<file path="config.mk">
export PLATFORM = sky130hd
export DESIGN_NAME = matrix_mem_sequencer
export DESIGN_NICKNAME = d
export VERILOG_FILES = /design/src/rtl/matrix_pkg.sv /design/src/rtl/mat_index_gen.sv /design/src/rtl/matrix_mem_sequencer.sv
export SDC_FILE = /design/constraint.sdc
export NUM_CORES = 1
export LEC_CHECK = 0
export CORE_AREA = 2 2 249 251
export CTS_BUF_LIST = sky130_fd_sc_hd__clkbuf_4
export CTS_CLUSTER_SIZE = 16
export DETAILED_ROUTE_END_ITERATION = 7
export DIE_AREA = 0 0 251 253
export GPL_ROUTABILITY_DRIVEN = 0
export PLACE_DENSITY = 0.85
export SETUP_SLACK_MARGIN = 0.3
export SLEW_MARGIN = 20
export SYNTH_ARGS = -nofsm -noshare
export SYNTH_HDL_FRONTEND = slang
export SYNTH_HIERARCHICAL = 1
export SYNTH_SLANG_ARGS = --single-unit
</file>
<file path="constraint.sdc">
create_clock -name clk -period 21.9 [get_ports clk]
set_input_delay 4.38 -clock clk [delete_from_list [all_inputs] [get_ports clk]]
set_output_delay 4.38 -clock clk [all_outputs]
set_load 0.01 [all_outputs]
</file>
<file path="src/rtl/matrix_pkg.sv">
`default_nettype none
// ============================================================================
//  Module      : matrix_pkg
//  Description : Shared constants, command op codes, sequencer state encoding
//                and the command legality check for the matrix memory
//                sequencer.
//  Contents    : ELEM_W, N_MAX, ADDR_W, MAT_W, OP_* codes, state_t,
//                cmd_legal()
//  Revision    : 1.0 - initial release
// ============================================================================
package matrix_pkg;

    localparam int ELEM_W = 8;
    localparam int N_MAX  = 5;
    localparam int ADDR_W = 9;
    localparam int MAT_W  = N_MAX * N_MAX * ELEM_W;

    localparam logic [1:0] OP_LOAD_A  = 2'b00;
    localparam logic [1:0] OP_LOAD_B  = 2'b01;
    localparam logic [1:0] OP_STORE_C = 2'b10;

    typedef enum logic [1:0] {
        ST_IDLE   = 2'd0,
        ST_ACCESS = 2'd1,
        ST_STEP   = 2'd2,
        ST_FINISH = 2'd3
    } state_t;

    // A command is legal when the op is not the reserved code and the
    // dimension lies in 2..N_MAX.
    function automatic logic cmd_legal(input logic [1:0] op, input logic [2:0] size);
        return (op != 2'b11) && (size >= 3'd2) && (size <= 3'(N_MAX));
    endfunction

endpackage
`default_nettype wire

</file>
<file path="src/rtl/mat_index_gen.sv">
`default_nettype none
// ============================================================================
//  Module      : mat_index_gen
//  Description : Row-major (r,c) element walker for an n x n transfer.
//                Tracks the current register slice index (r*N_MAX+c) and the
//                packed memory offset (r*n+c), and provides the values for
//                the element after the current one.
//  Ports       : clk, reset      - clock, async active-high reset
//                load, size      - restart at (0,0) with dimension size
//                step            - advance to the next element
//                last            - current element is (n-1,n-1)
//                slice           - slice index of the current element
//                slice_nxt       - slice index of the next element
//                offset_nxt      - memory offset of the next element
//  Revision    : 1.0 - initial release
// ============================================================================
module mat_index_gen #(
    parameter int N_MAX = 5,
    parameter int CNT_W = 3,
    parameter int IDX_W = 5
) (
    input  logic             clk,
    input  logic             reset,
    input  logic             load,
    input  logic             step,
    input  logic [CNT_W-1:0] size,
    output logic             last,
    output logic [IDX_W-1:0] slice,
    output logic [IDX_W-1:0] slice_nxt,
    output logic [IDX_W-1:0] offset_nxt
);

    logic [CNT_W-1:0] r_n;
    logic [CNT_W-1:0] r_row;
    logic [CNT_W-1:0] r_col;
    logic [IDX_W-1:0] r_slice;
    logic [IDX_W-1:0] r_offset;
    logic             w_row_end;

    assign w_row_end  = (r_col == r_n - CNT_W'(1));
    assign last       = w_row_end && (r_row == r_n - CNT_W'(1));
    assign slice      = r_slice;
    // Packed memory layout: the offset simply increments every element.
    assign offset_nxt = r_offset + IDX_W'(1);
    // Register layout has a fixed N_MAX stride: at the end of a row, skip
    // the (N_MAX - n) unused columns.
    assign slice_nxt  = w_row_end ? (r_slice + IDX_W'(N_MAX + 1) - IDX_W'(r_n))
                                  : (r_slice + IDX_W'(1));

    always_ff @(posedge clk or posedge reset) begin
        if (reset) begin
            r_n      <= '0;
            r_row    <= '0;
            r_col    <= '0;
            r_slice  <= '0;
            r_offset <= '0;
        end else if (load) begin
            r_n      <= size;
            r_row    <= '0;
            r_col    <= '0;
            r_slice  <= '0;
            r_offset <= '0;
        end else if (step) begin
            if (w_row_end) begin
                r_col <= '0;
                r_row <= r_row + CNT_W'(1);
            end else begin
                r_col <= r_col + CNT_W'(1);
            end
            r_slice  <= slice_nxt;
            r_offset <= offset_nxt;
        end
    end

endmodule
`default_nettype wire

</file>
<file path="src/rtl/matrix_mem_sequencer.sv">
`default_nettype none
// ============================================================================
//  Module      : matrix_mem_sequencer
//  Description : Expands one block-transfer command into row-major per-element
//                start/done transactions on the matrix memory port. Loads
//                fill matrix_a or matrix_b; stores write a snapshot of
//                matrix_c back to memory.
//  Ports       : clk, reset                 - clock, async active-high reset
//                cmd_valid/cmd_ready        - command handshake
//                cmd_op, cmd_size, cmd_base - op code, dimension n, base addr
//                mem_start/mem_done         - per-element transaction handshake
//                mem_wr, mem_addr           - direction and element address
//                mem_wdata / mem_rdata      - write / read data
//                matrix_a, matrix_b         - operand registers
//                matrix_c                   - ALU result to store
//                busy, done, err            - status; done/err are pulses
//  Revision    : 1.0 - initial release
// ============================================================================
module matrix_mem_sequencer #(
    parameter int ELEM_W = matrix_pkg::ELEM_W,
    parameter int N_MAX  = matrix_pkg::N_MAX,
    parameter int ADDR_W = matrix_pkg::ADDR_W
) (
    input  logic                          clk,
    input  logic                          reset,
    input  logic                          cmd_valid,
    output logic                          cmd_ready,
    input  logic [1:0]                    cmd_op,
    input  logic [2:0]                    cmd_size,
    input  logic [ADDR_W-1:0]             cmd_base,
    output logic                          mem_start,
    output logic                          mem_wr,
    output logic [ADDR_W-1:0]             mem_addr,
    output logic [ELEM_W-1:0]             mem_wdata,
    input  logic [ELEM_W-1:0]             mem_rdata,
    input  logic                          mem_done,
    output logic [N_MAX*N_MAX*ELEM_W-1:0] matrix_a,
    output logic [N_MAX*N_MAX*ELEM_W-1:0] matrix_b,
    input  logic [N_MAX*N_MAX*ELEM_W-1:0] matrix_c,
    output logic                          busy,
    output logic                          done,
    output logic                          err
);

    import matrix_pkg::*;

    localparam int MAT_BITS = N_MAX * N_MAX * ELEM_W;
    localparam int BIT_W    = $clog2(MAT_BITS);
    localparam int IDX_W    = $clog2(N_MAX * N_MAX + 1);

    state_t                r_state;
    state_t                w_state_nxt;
    logic [1:0]            r_op;
    logic [ADDR_W-1:0]     r_base;
    logic [MAT_BITS-1:0]   r_snap;
    logic [MAT_BITS-1:0]   r_matrix_a;
    logic [MAT_BITS-1:0]   r_matrix_b;
    logic                  r_mem_start;
    logic                  r_mem_wr;
    logic [ADDR_W-1:0]     r_mem_addr;
    logic [ELEM_W-1:0]     r_mem_wdata;
    logic                  r_busy;
    logic                  r_done;
    logic                  r_err;

    logic                  w_accept;
    logic                  w_legal;
    logic                  w_start;
    logic                  w_elem_done;
    logic                  w_advance;
    logic                  w_last;
    logic [IDX_W-1:0]      w_slice;
    logic [IDX_W-1:0]      w_slice_nxt;
    logic [IDX_W-1:0]      w_offset_nxt;
    logic [BIT_W-1:0]      w_cur_bit;
    logic [BIT_W-1:0]      w_nxt_bit;

    assign cmd_ready   = (r_state == ST_IDLE);
    assign w_accept    = cmd_valid && (r_state == ST_IDLE);
    assign w_legal     = cmd_legal(cmd_op, cmd_size);
    assign w_start     = w_accept && w_legal;
    assign w_elem_done = (r_state == ST_ACCESS) && mem_done;
    // Leaving STEP towards the next element (not the last one).
    assign w_advance   = (r_state == ST_STEP) && !w_last;
    assign w_cur_bit   = BIT_W'(w_slice) * BIT_W'(ELEM_W);
    assign w_nxt_bit   = BIT_W'(w_slice_nxt) * BIT_W'(ELEM_W);

    mat_index_gen #(
        .N_MAX (N_MAX),
        .CNT_W (3),
        .IDX_W (IDX_W)
    ) u_index_gen (
        .clk        (clk),
        .reset      (reset),
        .load       (w_start),
        .step       (r_state == ST_STEP),
        .size       (cmd_size),
        .last       (w_last),
        .slice      (w_slice),
        .slice_nxt  (w_slice_nxt),
        .offset_nxt (w_offset_nxt)
    );

    // ------------------------------------------------------------------
    // Next-state logic
    // ------------------------------------------------------------------
    always_comb begin
        w_state_nxt = r_state;
        case (r_state)
            ST_IDLE:   if (w_start)  w_state_nxt = ST_ACCESS;
            ST_ACCESS: if (mem_done) w_state_nxt = ST_STEP;
            ST_STEP:   w_state_nxt = w_last ? ST_FINISH : ST_ACCESS;
            ST_FINISH: w_state_nxt = ST_IDLE;
            default:   w_state_nxt = ST_IDLE;
        endcase
    end

    // ------------------------------------------------------------------
    // State and status outputs, registered from the next state
    // ------------------------------------------------------------------
    always_ff @(posedge clk or posedge reset) begin
        if (reset) begin
            r_state     <= ST_IDLE;
            r_mem_start <= 1'b0;
            r_busy      <= 1'b0;
            r_done      <= 1'b0;
            r_err       <= 1'b0;
        end else begin
            r_state     <= w_state_nxt;
            r_mem_start <= (w_state_nxt == ST_ACCESS);
            r_busy      <= (w_state_nxt != ST_IDLE);
            r_done      <= (w_state_nxt == ST_FINISH);
            r_err       <= w_accept && !w_legal;
        end
    end

    // ------------------------------------------------------------------
    // Command capture and memory port address/data
    // ------------------------------------------------------------------
    always_ff @(posedge clk or posedge reset) begin
        if (reset) begin
            r_op        <= OP_LOAD_A;
            r_base      <= '0;
            r_snap      <= '0;
            r_mem_wr    <= 1'b0;
            r_mem_addr  <= '0;
            r_mem_wdata <= '0;
        end else if (w_start) begin
            r_op       <= cmd_op;
            r_base     <= cmd_base;
            r_mem_wr   <= (cmd_op == OP_STORE_C);
            r_mem_addr <= cmd_base;
            if (cmd_op == OP_STORE_C) begin
                // The snapshot decouples the store from later ALU updates;
                // element (0,0) is taken straight from matrix_c since the
                // snapshot is only written on this same edge.
                r_snap      <= matrix_c;
                r_mem_wdata <= matrix_c[ELEM_W-1:0];
            end
        end else if (w_advance) begin
            // Address arithmetic wraps modulo 2^ADDR_W by truncation.
            r_mem_addr <= r_base + ADDR_W'(w_offset_nxt);
            if (r_op == OP_STORE_C) begin
                r_mem_wdata <= r_snap[w_nxt_bit +: ELEM_W];
            end
        end
    end

    // ------------------------------------------------------------------
    // Operand registers: cleared on accept, filled one slice per element
    // ------------------------------------------------------------------
    always_ff @(posedge clk or posedge reset) begin
        if (reset) begin
            r_matrix_a <= '0;
        end else if (w_start && (cmd_op == OP_LOAD_A)) begin
            r_matrix_a <= '0;
        end else if (w_elem_done && (r_op == OP_LOAD_A)) begin
            r_matrix_a[w_cur_bit +: ELEM_W] <= mem_rdata;
        end
    end

    always_ff @(posedge clk or posedge reset) begin
        if (reset) begin
            r_matrix_b <= '0;
        end else if (w_start && (cmd_op == OP_LOAD_B)) begin
            r_matrix_b <= '0;
        end else if (w_elem_done && (r_op == OP_LOAD_B)) begin
            r_matrix_b[w_cur_bit +: ELEM_W] <= mem_rdata;
        end
    end

    assign mem_start = r_mem_start;
    assign mem_wr    = r_mem_wr;
    assign mem_addr  = r_mem_addr;
    assign mem_wdata = r_mem_wdata;
    assign matrix_a  = r_matrix_a;
    assign matrix_b  = r_matrix_b;
    assign busy      = r_busy;
    assign done      = r_done;
    assign err       = r_err;

endmodule
`default_nettype wire

</file>
---- After elaboration in Yosys (flattened, before gate mapping) ----
Index checks and enable logic that the tools add are counted.
storage, ports and cells
  input port bits ......................... 226
  output and inout bits ................... 423
  register bits ........................... 654
cells by class
  reduce and logical (&&, ||, !) cells .... 27
  muxes and demuxes ....................... 27
  add/subtract/negate cells ............... 9
  equality and inequality tests ........... 13
  magnitude comparators ................... 2
  shifts and indexed selects .............. 3
operators by type and width
  operator                    number
  $mux W200                   4
  $bwmux W200                 2
  $shift A8 B10 Y200 const A  1
  $shiftx A200 B9 Y8          1
  $shiftx A8 B10 Y200         1
  $mux W8                     4
  $mux W5                     5
  $mux W3                     6
  $mux W9                     2
  $reduce_bool A2 Y1          7
  $logic_and A1 B1 Y1         12
  $add A5 B1 Y5 const B       2
  $eq A2 B2 Y1 const B        5
  $neg A8 Y10                 1
  $add A9 B5 Y9               1
  $eq A2 B1 Y1 const B        4
  $pmux W2 S4                 1
  $add A3 B1 Y3 const B       2
  $eq A3 B3 Y1                2
  $logic_not A2 Y1            3
  $mux W2                     3
  $add A5 B3 Y5 const B       1
  $sub A5 B3 Y5               1
  $reduce_and A2 Y1           2
  7 further kinds             8

---- Logic depth before layout (Yosys ltp) ----
Gate-level depths: netlist of run 1.
  word-level depth ........................ 7
  gate-level depth with buffers ........... 15
  gate-level depth less buffers ........... 13

---- Cells and area by module ----
Netlist of run 1, hierarchy kept.
by module, submodules not included
  module                area each (µm²)  instances  cells an instance
  matrix_mem_sequencer  27053.4          1          2765
  mat_index_gen         1332.5           1          144

---- Worst setup path before layout of run 1 ----
Ideal clock, no wire load.
  kind .................................... input-to-reg
  from .................................... input port cmd_valid
  to ...................................... register u_index_gen.r_n[0]
  cell stages on the path ................. 7
  data arrival time ....................... 5.782 ns
  library setup time ...................... 0.136 ns
  data required time ...................... 21.764 ns
  buffers on the path ..................... 3
  setup slack ............................. 15.982 ns
  path through ............................ nor3b_1 nand3_1 buf_2 clkinv_1 clkbuf_1 clkbuf_1 o21ai_0
between the ends
  cells in the longest elaborated chain, start to end .. 2
RTL lines
  element               RTL line                    text
  from (decl)           matrix_mem_sequencer.sv:26  input logic cmd_valid,
  $logic_and A1 B1 Y1   matrix_mem_sequencer.sv:79  assign w_accept = cmd_valid && (r_state == ST_IDLE);
  $logic_and A1 B1 Y1   matrix_mem_sequencer.sv:81  assign w_start = w_accept && w_legal;
  via w_start           matrix_mem_sequencer.sv:68  logic w_start;
  to (signal assigned)  mat_index_gen.sv:58         r_n <= size;
  to (decl)             mat_index_gen.sv:33         logic [CNT_W-1:0] r_n;
The timed path passes the listed nets, and every way through them passes these cells.
A chain may end at the register's enable or synchronous reset.

---- Worst setup path after layout of run 1 ----
  from .................................... input port cmd_op[0]
  to ...................................... register r_matrix_a[199] (netlist: matrix_a[199])
between the ends
  cells in the longest elaborated chain, start to end .. 6
  elaborated cells on any way between the ends .. 8
  classes of those cells .................. eq/ne (1); mux (1); reduce/logical (6)
RTL lines
  element                                                 RTL line                     text
  from (decl)                                             matrix_mem_sequencer.sv:28   input logic [1:0] cmd_op,
  $ne A2 B2 Y1                                            matrix_pkg.sv:32             return (op != 2'b11) && (size >= 3'd2) && (size <= 3'(N_MAX));
  $logic_and A1 B1 Y1 (2 in a row)                        matrix_pkg.sv:32
  $logic_and A1 B1 Y1                                     matrix_mem_sequencer.sv:81
  $logic_and A1 B1 Y1 *                                   matrix_mem_sequencer.sv:175  end else if (w_start && (cmd_op == OP_LOAD_A)) begin
  $mux W200 / $reduce_bool A2 Y1 (equally long branches)  -
  to (signal, indexed assignment)                         matrix_mem_sequencer.sv:178  r_matrix_a[w_cur_bit +: ELEM_W] <= mem_rdata;
  to (decl)                                               matrix_mem_sequencer.sv:56   logic [MAT_BITS-1:0] r_matrix_a;
Mark *: on every way between the ends. The rest lies on a longest branch, timed or not.

==> reports/metrics.yaml, run 1 <==
status:
  status: "finished with violations"
  violations: "DRC"
floorplan:
  die_area_um2: 63500
  start_util_pct: 46.51
  rows: 91
  io-pin-count: 649
  die_y_um: 253
  die_w_um: 251
  core_um2: 61030
pwr:
  total_leakage_power_nw: 16.87
  ir_worst_vdd_v: 0.00008884
  power.density_nw_per_um2: 116.5
  power_mw: 4.368
synthesis:
  ys_seq_area_share_pct: 57.65
  ys_warn_count: 6
  synth_seq_cells: 654
  netlist_area_um2: 28390
  synth_cell_types: 81
  syn-instance-count: 2909
  syn_area_per_cell_um2: 9.758
  synthArstFlopShare_pct: 100.0
  synth_fp_nets: 3157
  synth_edf_count: 0
  synth-main-ff-cell: "dfrtp_1"
place:
  dp_cells: 4159
  portBuffers: 648
  detailed_place_hpwl_um: 67100
clocking:
  clk_latency_ns: 1.00
  ctsResizeCount: 0
  cts_buffers: 164
  clkSlewWorstSetupHoldPaths_ns: 0.07
  post_cts_buffers: 0
  root_buffer: "clkbuf_4"
  holdBufCountCts: 0
  cts-htree-levels: 4
  clock_path_buffers: 3
  cts_sinks: 654
  cts_tree: "yes"
timing:
  worst_slew_margin_rel_pct: 26.82
  period_share_pct: 34.15
  setup_viol: 0
  period_needed_ns: 7.480
  fmax_mhz: 133.7
  slew_viol_final: 0
  skew_ns: 0.07522
  hold_slack_ns: 0.4715
  finalHoldViolCount: 0
  grt_setup_unrepaired: "false"
  tightest_slew_ns: 1.098
  setup_tns_ns: 0
drt:
  first_pass_iters: 8
  met3_length_um: 9866
  post-route-drc-count: 3
  final_antenna_net_count: 0
  routedLengthMet1_um: 34650
  viasPerCell: 5.706
  first_iter_violations: 2322
  wire_per_inst_um: 21.60
  met2_length_um: 45980
  topRoutingLayerUsed: "met5"
  vias: 25400
  finalWirelength_um: 96120
global_route:
  antenna_found_initial: 4
  grt-ovfl-total: 0
  grtUsageTotal_pct: 30.00
  grt_max_degree: 190
  grt_pass1_vias: 24870
  grt_pass1_wl_um: 145800
setup_path:
  critPathKind: "input pin to register"
  start_kind: "input pin"
  endpoint_kind: "register"
  cp_max_fo: 69
  crit_arrival_ns: 8.36
  crit_required_ns: 22.78
final_layout:
  n_fill_cell: 4825
  layout-drive-gt1-share_pct: 10.69
  syn_to_final_growth_pct: 32.12
  final_cells: 4451
  final_nets: 3786
  post-route-util_pct: 61.45
job:
  drv_cap: 0
min_path:
  hold_path.class: "register to register"
power by group:
part           internal (mW)  total, mW  switching, mW  leakage (nW)
logic                  0.660       1.64          0.981          6.82
registers               1.47       1.65          0.178          8.78
clock network          0.567       1.08          0.513          1.26
registers in the layout, indices dropped and copies added (netlist names), 5 cells and up:
name	flops
matrix_a	200
matrix_b	200
r_snap	200
mem_addr	9
r_base	9
mem_wdata	8
u_index_gen/r_offset	5
u_index_gen/slice	5
final timing paths:
path	slack [ns]	depth (start not counted)	startpoint	endpoint
setup / recovery	14.42	8	cmd_op[0]	matrix_a[199]
min in group asynchronous	3.94	2	reset	u_index_gen/r_offset[4]
max in group asynchronous	14.85	8	reset	matrix_a[130]
hold / removal	0.47	2	r_snap[52]	r_snap[52]
setup reg to reg	17.17	10	u_index_gen/r_n[0]	mem_wdata[4]
hold reg to reg	0.47	2	r_snap[52]	r_snap[52]
cells in the mapped netlist, types with 10 or more instances:
| cell type | n | area, µm² |
|---|---|---|
| a21oi_1 | 40 | 200.2 |
| nor2_1 | 33 | 123.9 |
| clkbuf_1 | 148 | 555.5 |
| buf_2 | 41 | 205.2 |
| mux2i_1 | 31 | 310.3 |
| nand3_1 | 369 | 1847 |
| nand2_1 | 850 | 3191 |
| a22oi_1 | 15 | 112.6 |
| xnor2_1 | 10 | 87.58 |
| buf_1 | 22 | 82.58 |
| nand4_1 | 24 | 150.1 |
| dfrtp_1 | 654 | 16370 |
| xor2_1 | 15 | 131.4 |
| o31ai_1 | 22 | 165.2 |
| o21ai_0 | 354 | 1772 |
| inv_1 | 21 | 78.83 |
| mux4_2 | 39 | 878.3 |
| ha_1 | 20 | 250.2 |
| a31oi_1 | 16 | 100.1 |
per-stage QoR:
step           setup slack [ns]  cell area, µm²
4_1_cts                   14.63           37400
2_1_floorplan             8.847           28390
3_3_place_gp              13.60           35240
6_report                  14.42           37500
3_5_place_dp              13.56           35250
5_1_grt                   14.22           37500
placed cells by master, fill, tap and decap left out, types with 5 or more instances in the layout:
master,instances
mux2_2,9
nand4_4,5
clkinv_1,33
a211oi_1,6
clkdlybuf4s50_1,648
o21ai_1,5
and2_0,6
nand3_1,369
a32o_1,7
clkbuf_4,236
a21oi_1,40
dfrtp_1,654
o211ai_1,5
nand2b_1,9
nand2_1,849
mux4_2,39
buf_4,36
nor2b_1,5
xor2_1,15
nor3_1,8
o221ai_1,7
bufinv_16,6
ha_1,20
and4_1,5
and2_1,8
xnor2_1,10
a22oi_1,15
o31ai_1,21
o21ai_0,352
mux2i_1,30
nor2_1,33
and3_1,5
a31oi_1,16
nand3b_1,5
a22o_1,8
nand4_2,9
inv_1,20
nand4_1,24
layer usage:
metal,GRT usage (%),up-vias
li1,-,11340
met4,18.30,2
met2,48.26,1529
met5,0,-
met1,35.75,12240
met3,8.779,290
cell families after synthesis:
logic type	synth area share [%]
AO/OA/AOI/OAI	10.62
multiplexers	4.624
adder cells (fa/ha/maj)	1.023
XOR/XNOR	0.8507
buffers and inverters	3.777
flip-flops	57.65
AND/OR/NAND/NOR	21.45
layout make-up:
class	count	area, µm²	share of cell area (%)
Sequential cell	654	16370	43.64
Multi-Input combinational cell	2006	11020	29.38
Timing Repair Buffer	689	6879	18.34
Clock buffer	236	1772	4.724
Tap cell	790	988.4	2.636
Clock inverter	50	382.9	1.021
Inverter	23	90.09	0.2402
Antenna cell	3	7.507	0.02002
worst max-delay path, stage by stage:
cell and delay [ns]:
clkdlybuf4s50_1 0.60, nand2_1 0.10, nand3_1 0.58, or3_4 0.71, buf_4 0.74, buf_4 0.69
nand2_1 0.15, o21ai_0 0.22
Power figures use the tool's default switching activity.
==> run 2: changes to the inputs <==
--- a/config.mk
+++ b/config.mk
@@ -11,7 +11,7 @@
 export DETAILED_ROUTE_END_ITERATION = 7
 export DIE_AREA = 0 0 251 253
 export GPL_ROUTABILITY_DRIVEN = 0
-export PLACE_DENSITY = 0.85
+export PLACE_DENSITY = 0.82
 export SETUP_SLACK_MARGIN = 0.3
 export SLEW_MARGIN = 20
 export SYNTH_ARGS = -nofsm -noshare
==> constraint.sdc (replaced) <==
create_clock -name clk -period 7.75 [get_ports clk]
set_input_delay 1.55 -clock clk [delete_from_list [all_inputs] [get_ports clk]]
set_output_delay 1.55 -clock clk [all_outputs]
set_load 0.01 [all_outputs]
==> reports/metrics.yaml, run 2 (synthesis gave the netlist of run 1 again) <==
status:
  status: "completed"  # was finished with violations
timing:
  tightest_slew_ns: 1.205  # was 1.098 ns
  skew_ns: 0.09803  # was 0.07522 ns
  finalHoldViolCount: 0  # unchanged
  fmax_mhz: 230.3
  period_share_pct: 56.04
  setup_ws_ns: 3.407  # was 14.42 ns
  setup_viol: 0  # unchanged
  worst_slew_margin_rel_pct: 19.01  # was 26.82%
  grt_setup_unrepaired: "false"  # unchanged
  period_needed_ns: 4.343
  hold_slack_ns: 0.4681  # was 0.4715 ns
  slew_viol_final: 0  # unchanged
  setup_tns_ns: 0  # unchanged
floorplan:
  die_area_um2: 63500  # unchanged
  rows: 91  # unchanged
  core_um2: 61030  # unchanged
  start_util_pct: 46.51  # unchanged
  die_w_um: 251  # unchanged
  io-pin-count: 649  # unchanged
  die_y_um: 253  # unchanged
clocking:
  cts-htree-levels: 4  # unchanged
  clkSlewWorstSetupHoldPaths_ns: 0.07  # about the same
  clk_latency_ns: 1.01  # was 1.00 ns
  post_cts_buffers: 0  # unchanged
  cts_sinks: 654  # unchanged
  cts_tree: "yes"  # unchanged
  holdBufCountCts: 0  # unchanged
  root_buffer: "clkbuf_4"  # unchanged
  ctsResizeCount: 0  # unchanged
  cts_buffers: 170  # was 164
  clock_path_buffers: 3  # unchanged
final_layout:
  final_cell_mix: "849 x nand2_1, 654 x dfrtp_1, 648 x clkdlybuf4s50_1"  # unchanged
  final_cells: 4439  # was 4451
  final_nets: 3790  # was 3786
  finalInstanceArea_um2: 37460  # was 37500 µm²
  multi_input_area_um2: 11010  # was 11020 µm²
  seqCellArea_um2: 16370  # unchanged
  post-route-util_pct: 61.37  # was 61.45%
  syn_to_final_growth_pct: 31.95  # was 32.12%
  layout_commonest_cell: "nand2_1"  # unchanged
  n_fill_cell: 4962  # was 4825
  layout-drive-gt1-share_pct: 10.97  # was 10.69%
drt:
  viasPerCell: 5.651  # was 5.706
  post-route-drc-count: 0  # was 3
  wire_per_inst_um: 21.48  # was 21.60 µm
  first_iter_violations: 2204  # was 2322
  finalWirelength_um: 95350  # was 96120 µm
  final_antenna_net_count: 0  # unchanged
  first_pass_iters: 5  # was 8
  vias: 25090  # was 25400
pwr:
  power.density_nw_per_um2: 328.2  # was 116.5 nW/µm²
  ir_worst_vdd_v: 0.0002648  # was 0.00008884 V
  power_mw: 12.29  # was 4.368 mW
  total_leakage_power_nw: 16.87  # about the same
place:
  detailed_place_hpwl_um: 66090  # was 67100 µm
  placed_area_um2: 35330  # was 35250 µm²
  dp_cells: 4160  # was 4159
  place_ws_ns: 2.934  # was 13.56 ns
  portBuffers: 648  # unchanged
setup_path:
  start_kind: "register"  # was input pin
  cp_max_fo: 30  # was 69
  cp_num_cells: 11  # was 8
  crit_slowest_cell: "mux4_2"  # was buf_4
  critPathTopFamily: "buffers and inverters"  # unchanged
  critPathKind: "register to register"  # was input pin to register
  crit_chain: "inv_1 -> ha_1 -> xor2_1 -> nand3_1 -> a21boi_4 -> buf_4 -> buf_4 -> mux4_2 -> o221ai_1 -> a32o_1 -> a31oi_1"  # was clkdlybuf4s50_1 -> nand2_1 -> nand3_1 -> or3_4 -> buf_4 -> buf_4 -> nand2_1 -> o21ai_0
  crit_required_ns: 8.61  # was 22.78 ns
  cp_num_buf_inv: 3  # unchanged
  endpoint_kind: "register"  # unchanged
  cpMostUsedCell: "buf_4"
  rr_worst_depth: 11  # was 10
  cpPeakStageDelay_ns: 0.58  # was 0.74 ns
  crit_arrival_ns: 5.20  # was 8.36 ns
global_route:
  antenna_found_initial: 5  # was 4
  grt_pass1_vias: 24390  # was 24870
  grt_max_degree: 211  # was 190
  grt-ovfl-total: 0  # unchanged
  grt_pass1_wl_um: 144100  # was 145800 µm
  grtUsageTotal_pct: 29.79  # was 30.00%
min_path:
  hold_path.class: "register to register"  # unchanged
  hold_path_depth: 2  # unchanged
job:
  drv_cap: 0  # unchanged
-- run 2: changes by cell type in the layout (fill, tap and decap cells not counted), sizes merged --
cell and change:
clkinv -23, clkbuf +15, buf -2, bufinv -2
clkinvlp -2, inv +2
-- run 2: worst reg2reg max path: cells and delay by family, from the launching register on --
| family | cells | cell delay (ns) |
|---|---|---|
| compound gates | 4 | 1.00 |
| xor+xnor | 1 | 0.24 |
| fa+ha+maj | 1 | 0.35 |
| buf+inv | 3 | 1.21 |
| flops | 1 | 0.42 |
| mux | 1 | 0.60 |
| simple gates | 1 | 0.46 |
-- run 2: layout make-up --
class,count,area share (%)
Clock buffer,251,5.031
Multi-Input combinational cell,2006,29.40
Timing Repair Buffer,687,18.37
Antenna cell,3,0.02004
Inverter,23,0.2405
Tap cell,790,2.639
Clock inverter,25,0.6146
Sequential cell,654,43.69
-- run 2: power breakdown --
group / internal (mW) / switching (mW) / total [mW]
Sequential: 4.15 / 0.480 / 4.63
Combinational: 1.86 / 2.77 / 4.64
Clock: 1.60 / 1.43 / 3.03
-- run 2: final timing paths --
kind	startpoint	endpoint	slack, ns
worst max-delay path	u_index_gen/r_n[0]	mem_wdata[2]	3.41
worst min-delay path	r_snap[148]	r_snap[148]	0.47
worst max register to register	u_index_gen/r_n[0]	mem_wdata[2]	3.41
worst min register to register	r_snap[148]	r_snap[148]	0.47
max in group asynchronous	reset	matrix_a[83]	5.12
min in group asynchronous	reset	r_snap[83]	0.98
-- run 2: routing by layer --
layer / up-vias / part of all wire (%) / global-route usage [%]
met5: - / 0.030 / 0
met4: 4 / 5.0 / 14.74
met3: 263 / 8.7 / 8.604
met2: 1299 / 49 / 49.43
met1: 12170 / 38 / 35.64
li1: 11350 / - / -
==> run 3: changes to the inputs <==
==> constraint.sdc (replaced) <==
create_clock -name clk -period 4.5 [get_ports clk]
set_input_delay 0.9 -clock clk [delete_from_list [all_inputs] [get_ports clk]]
set_output_delay 0.9 -clock clk [all_outputs]
set_load 0.01 [all_outputs]
==> reports/metrics.yaml, run 3 (synthesis gave the netlist of run 1 again) <==
timing:
  finalHoldViolCount: 0  # unchanged
  worst_slew_margin_rel_pct: 19.37  # was 19.01%
  setup_ws_ns: 0.5838  # was 3.407 ns
  grt_setup_unrepaired: "false"  # unchanged
  skew_ns: 0.08445  # was 0.09803 ns
  period_share_pct: 87.03  # was 56.04%
  slew_viol_final: 0  # unchanged
  period_needed_ns: 3.916  # was 4.343 ns
  fmax_mhz: 255.3  # was 230.3 MHz
  setup_viol: 0  # unchanged
  tightest_slew_ns: 1.206  # was 1.205 ns
final_layout:
  layout-drive-gt1-share_pct: 11.22  # was 10.97%
  final_nets: 3813  # was 3790
  post-route-util_pct: 61.92  # was 61.37%
  finalInstanceArea_um2: 37790  # was 37460 µm²
  layout_commonest_cell: "nand2_1"  # unchanged
  final_cell_mix: "849 x nand2_1, 654 x dfrtp_1, 648 x clkdlybuf4s50_1"  # unchanged
  syn_to_final_growth_pct: 33.13  # was 31.95%
setup_path:
  crit_chain: "inv_1 -> ha_1 -> fa_1 -> xnor2_1 -> nand2_1 -> o21ai_1 -> nor4b_2 -> nand2_1 -> a32o_1 -> a31oi_1"  # was inv_1 -> ha_1 -> xor2_1 -> nand3_1 -> a21boi_4 -> buf_4 -> buf_4 -> mux4_2 -> o221ai_1 -> a32o_1 -> a31oi_1
  crit_slowest_cell: "nor4b_2"  # was mux4_2
  critPathTopFamily: "compound AO/OA/AOI/OAI gates"  # was buffers and inverters
  cp_num_buf_inv: 1  # was 3
  crit_arrival_ns: 4.77  # was 5.20 ns
  critPathKind: "register to register"  # unchanged
  endpoint_kind: "register"  # unchanged
  start_kind: "register"  # unchanged
  cpPeakStageDelay_ns: 0.76  # was 0.58 ns
  crit_required_ns: 5.35  # was 8.61 ns
  cp_max_fo: 14  # was 30
  cpMostUsedCell: "nand2_1"  # was buf_4
global_route:
  top_usage_layer: "met2"  # unchanged
  grt.met1_usage_pct: 36.85  # was 35.64%
  grt_max_degree: 123  # was 211
  grtUsageTotal_pct: 30.41  # was 29.79%
  grt_pass1_wl_um: 147200  # was 144100 µm
  grt-ovfl-total: 0  # unchanged
  antenna_found_initial: 4  # was 5
  met2_usage_pct: 49.77  # was 49.43%
  use_met3_pct: 8.111  # was 8.604%
  grt_pass1_vias: 25080  # was 24390
clocking:
  cts_sinks: 654  # unchanged
  root_buffer: "clkbuf_4"  # unchanged
  clkSlewWorstSetupHoldPaths_ns: 0.06  # was 0.07 ns
  cts_buffers: 170  # unchanged
  ctsResizeCount: 0  # unchanged
  clk_latency_ns: 1.01  # about the same
  post_cts_buffers: 0  # unchanged
  cts_tree: "yes"  # unchanged
  clock_path_buffers: 3  # unchanged
  holdBufCountCts: 0  # unchanged
  cts-htree-levels: 4  # unchanged
place:
  portBuffers: 648  # unchanged
  place_ws_ns: 0.6121  # was 2.934 ns
  placed_area_um2: 35580  # was 35330 µm²
  detailed_place_hpwl_um: 69490  # was 66090 µm
floorplan:
  rows: 91  # unchanged
  die_w_um: 251  # unchanged
  start_util_pct: 46.51  # unchanged
  io-pin-count: 649  # unchanged
  core_um2: 61030  # unchanged
  die_y_um: 253  # unchanged
  die_area_um2: 63500  # unchanged
status:
  status: "completed"  # unchanged
job:
  drv_cap: 0  # unchanged
drt:
  post-route-drc-count: 0  # unchanged
  finalWirelength_um: 97000  # was 95350 µm
  wire_per_inst_um: 21.68  # was 21.48 µm
  final_antenna_net_count: 0  # unchanged
  first_pass_iters: 6  # was 5
  vias: 25440  # was 25090
  first_iter_violations: 2229  # was 2204
  viasPerCell: 5.685  # was 5.651
pwr:
  ir_worst_vdd_v: 0.0004491  # was 0.0002648 V
  power_mw: 21.28  # was 12.29 mW
  power.density_nw_per_um2: 563.0  # was 328.2 nW/µm²
  total_leakage_power_nw: 17.02  # was 16.87 nW
min_path:
  hold_path.class: "input pin to async pin"  # was register to register
==> run 3: cell types whose count changed in the layout (fill, tap and decap cells not counted), moves of 2 or more <==
cell        change
clkinv_1       +21
buf_4          +16
clkbuf_4       -15
buf_12          +7
bufinv_16       +3
clkinv_2        +3
clkinvlp_4      +2
diode_2         +2
inv_2           -2
inv_6           -2
==> run 3: power breakdown <==
part	leakage, nW	total [mW]	internal [mW]	switching, mW
Sequential	8.78	7.99	7.15	0.836
Clock	1.28	5.30	2.82	2.49
Combinational	6.96	7.99	3.27	4.72
Total	17.0	21.3	13.2	8.04
==> run 3: routing by layer <==
metal	up-vias	part of all wire, %
li1	11390	-
met1	12300	37
met2	1459	48
met3	288	9.5
met4	2	5.5
met5	-	0.013
==> run 3: final timing paths <==
check                                          start       endpoint  slack (ns)  cells past startpoint
worst max-delay path            u_index_gen/slice[2]   mem_wdata[6]        0.58                     10
worst min-delay path                           reset    r_snap[199]        0.39                      2
worst max register to register  u_index_gen/slice[2]   mem_wdata[6]        0.58                     10
worst min register to register           r_snap[147]    r_snap[147]        0.47                      2
max in group asynchronous                      reset  matrix_a[189]        2.97                      4
min in group clk                        matrix_c[56]     r_snap[56]        0.41                      3
==> run 3: metrics by stage <==
step	hold WS, ns	TNS (ns)	std cells
floorplan	0.4379	-3221.22	2909
global placement	0.4515	0	4183
detailed placement	0.4570	0	4183
CTS	0.3112	0	4470
global route	0.3820	0	4472
finish	0.3905	0	4475
==> run 3: layout make-up <==
type | count | area (µm²)
clock buffer | 236 | 1772
sequential | 654 | 16370
antenna | 5 | 12.51
clock inverter | 51 | 412.9
timing repair buffer | 710 | 7139
fill | 4949 | 23240
tap | 790 | 988.4
multi-input combinational | 2006 | 11010
inverter | 23 | 90.09
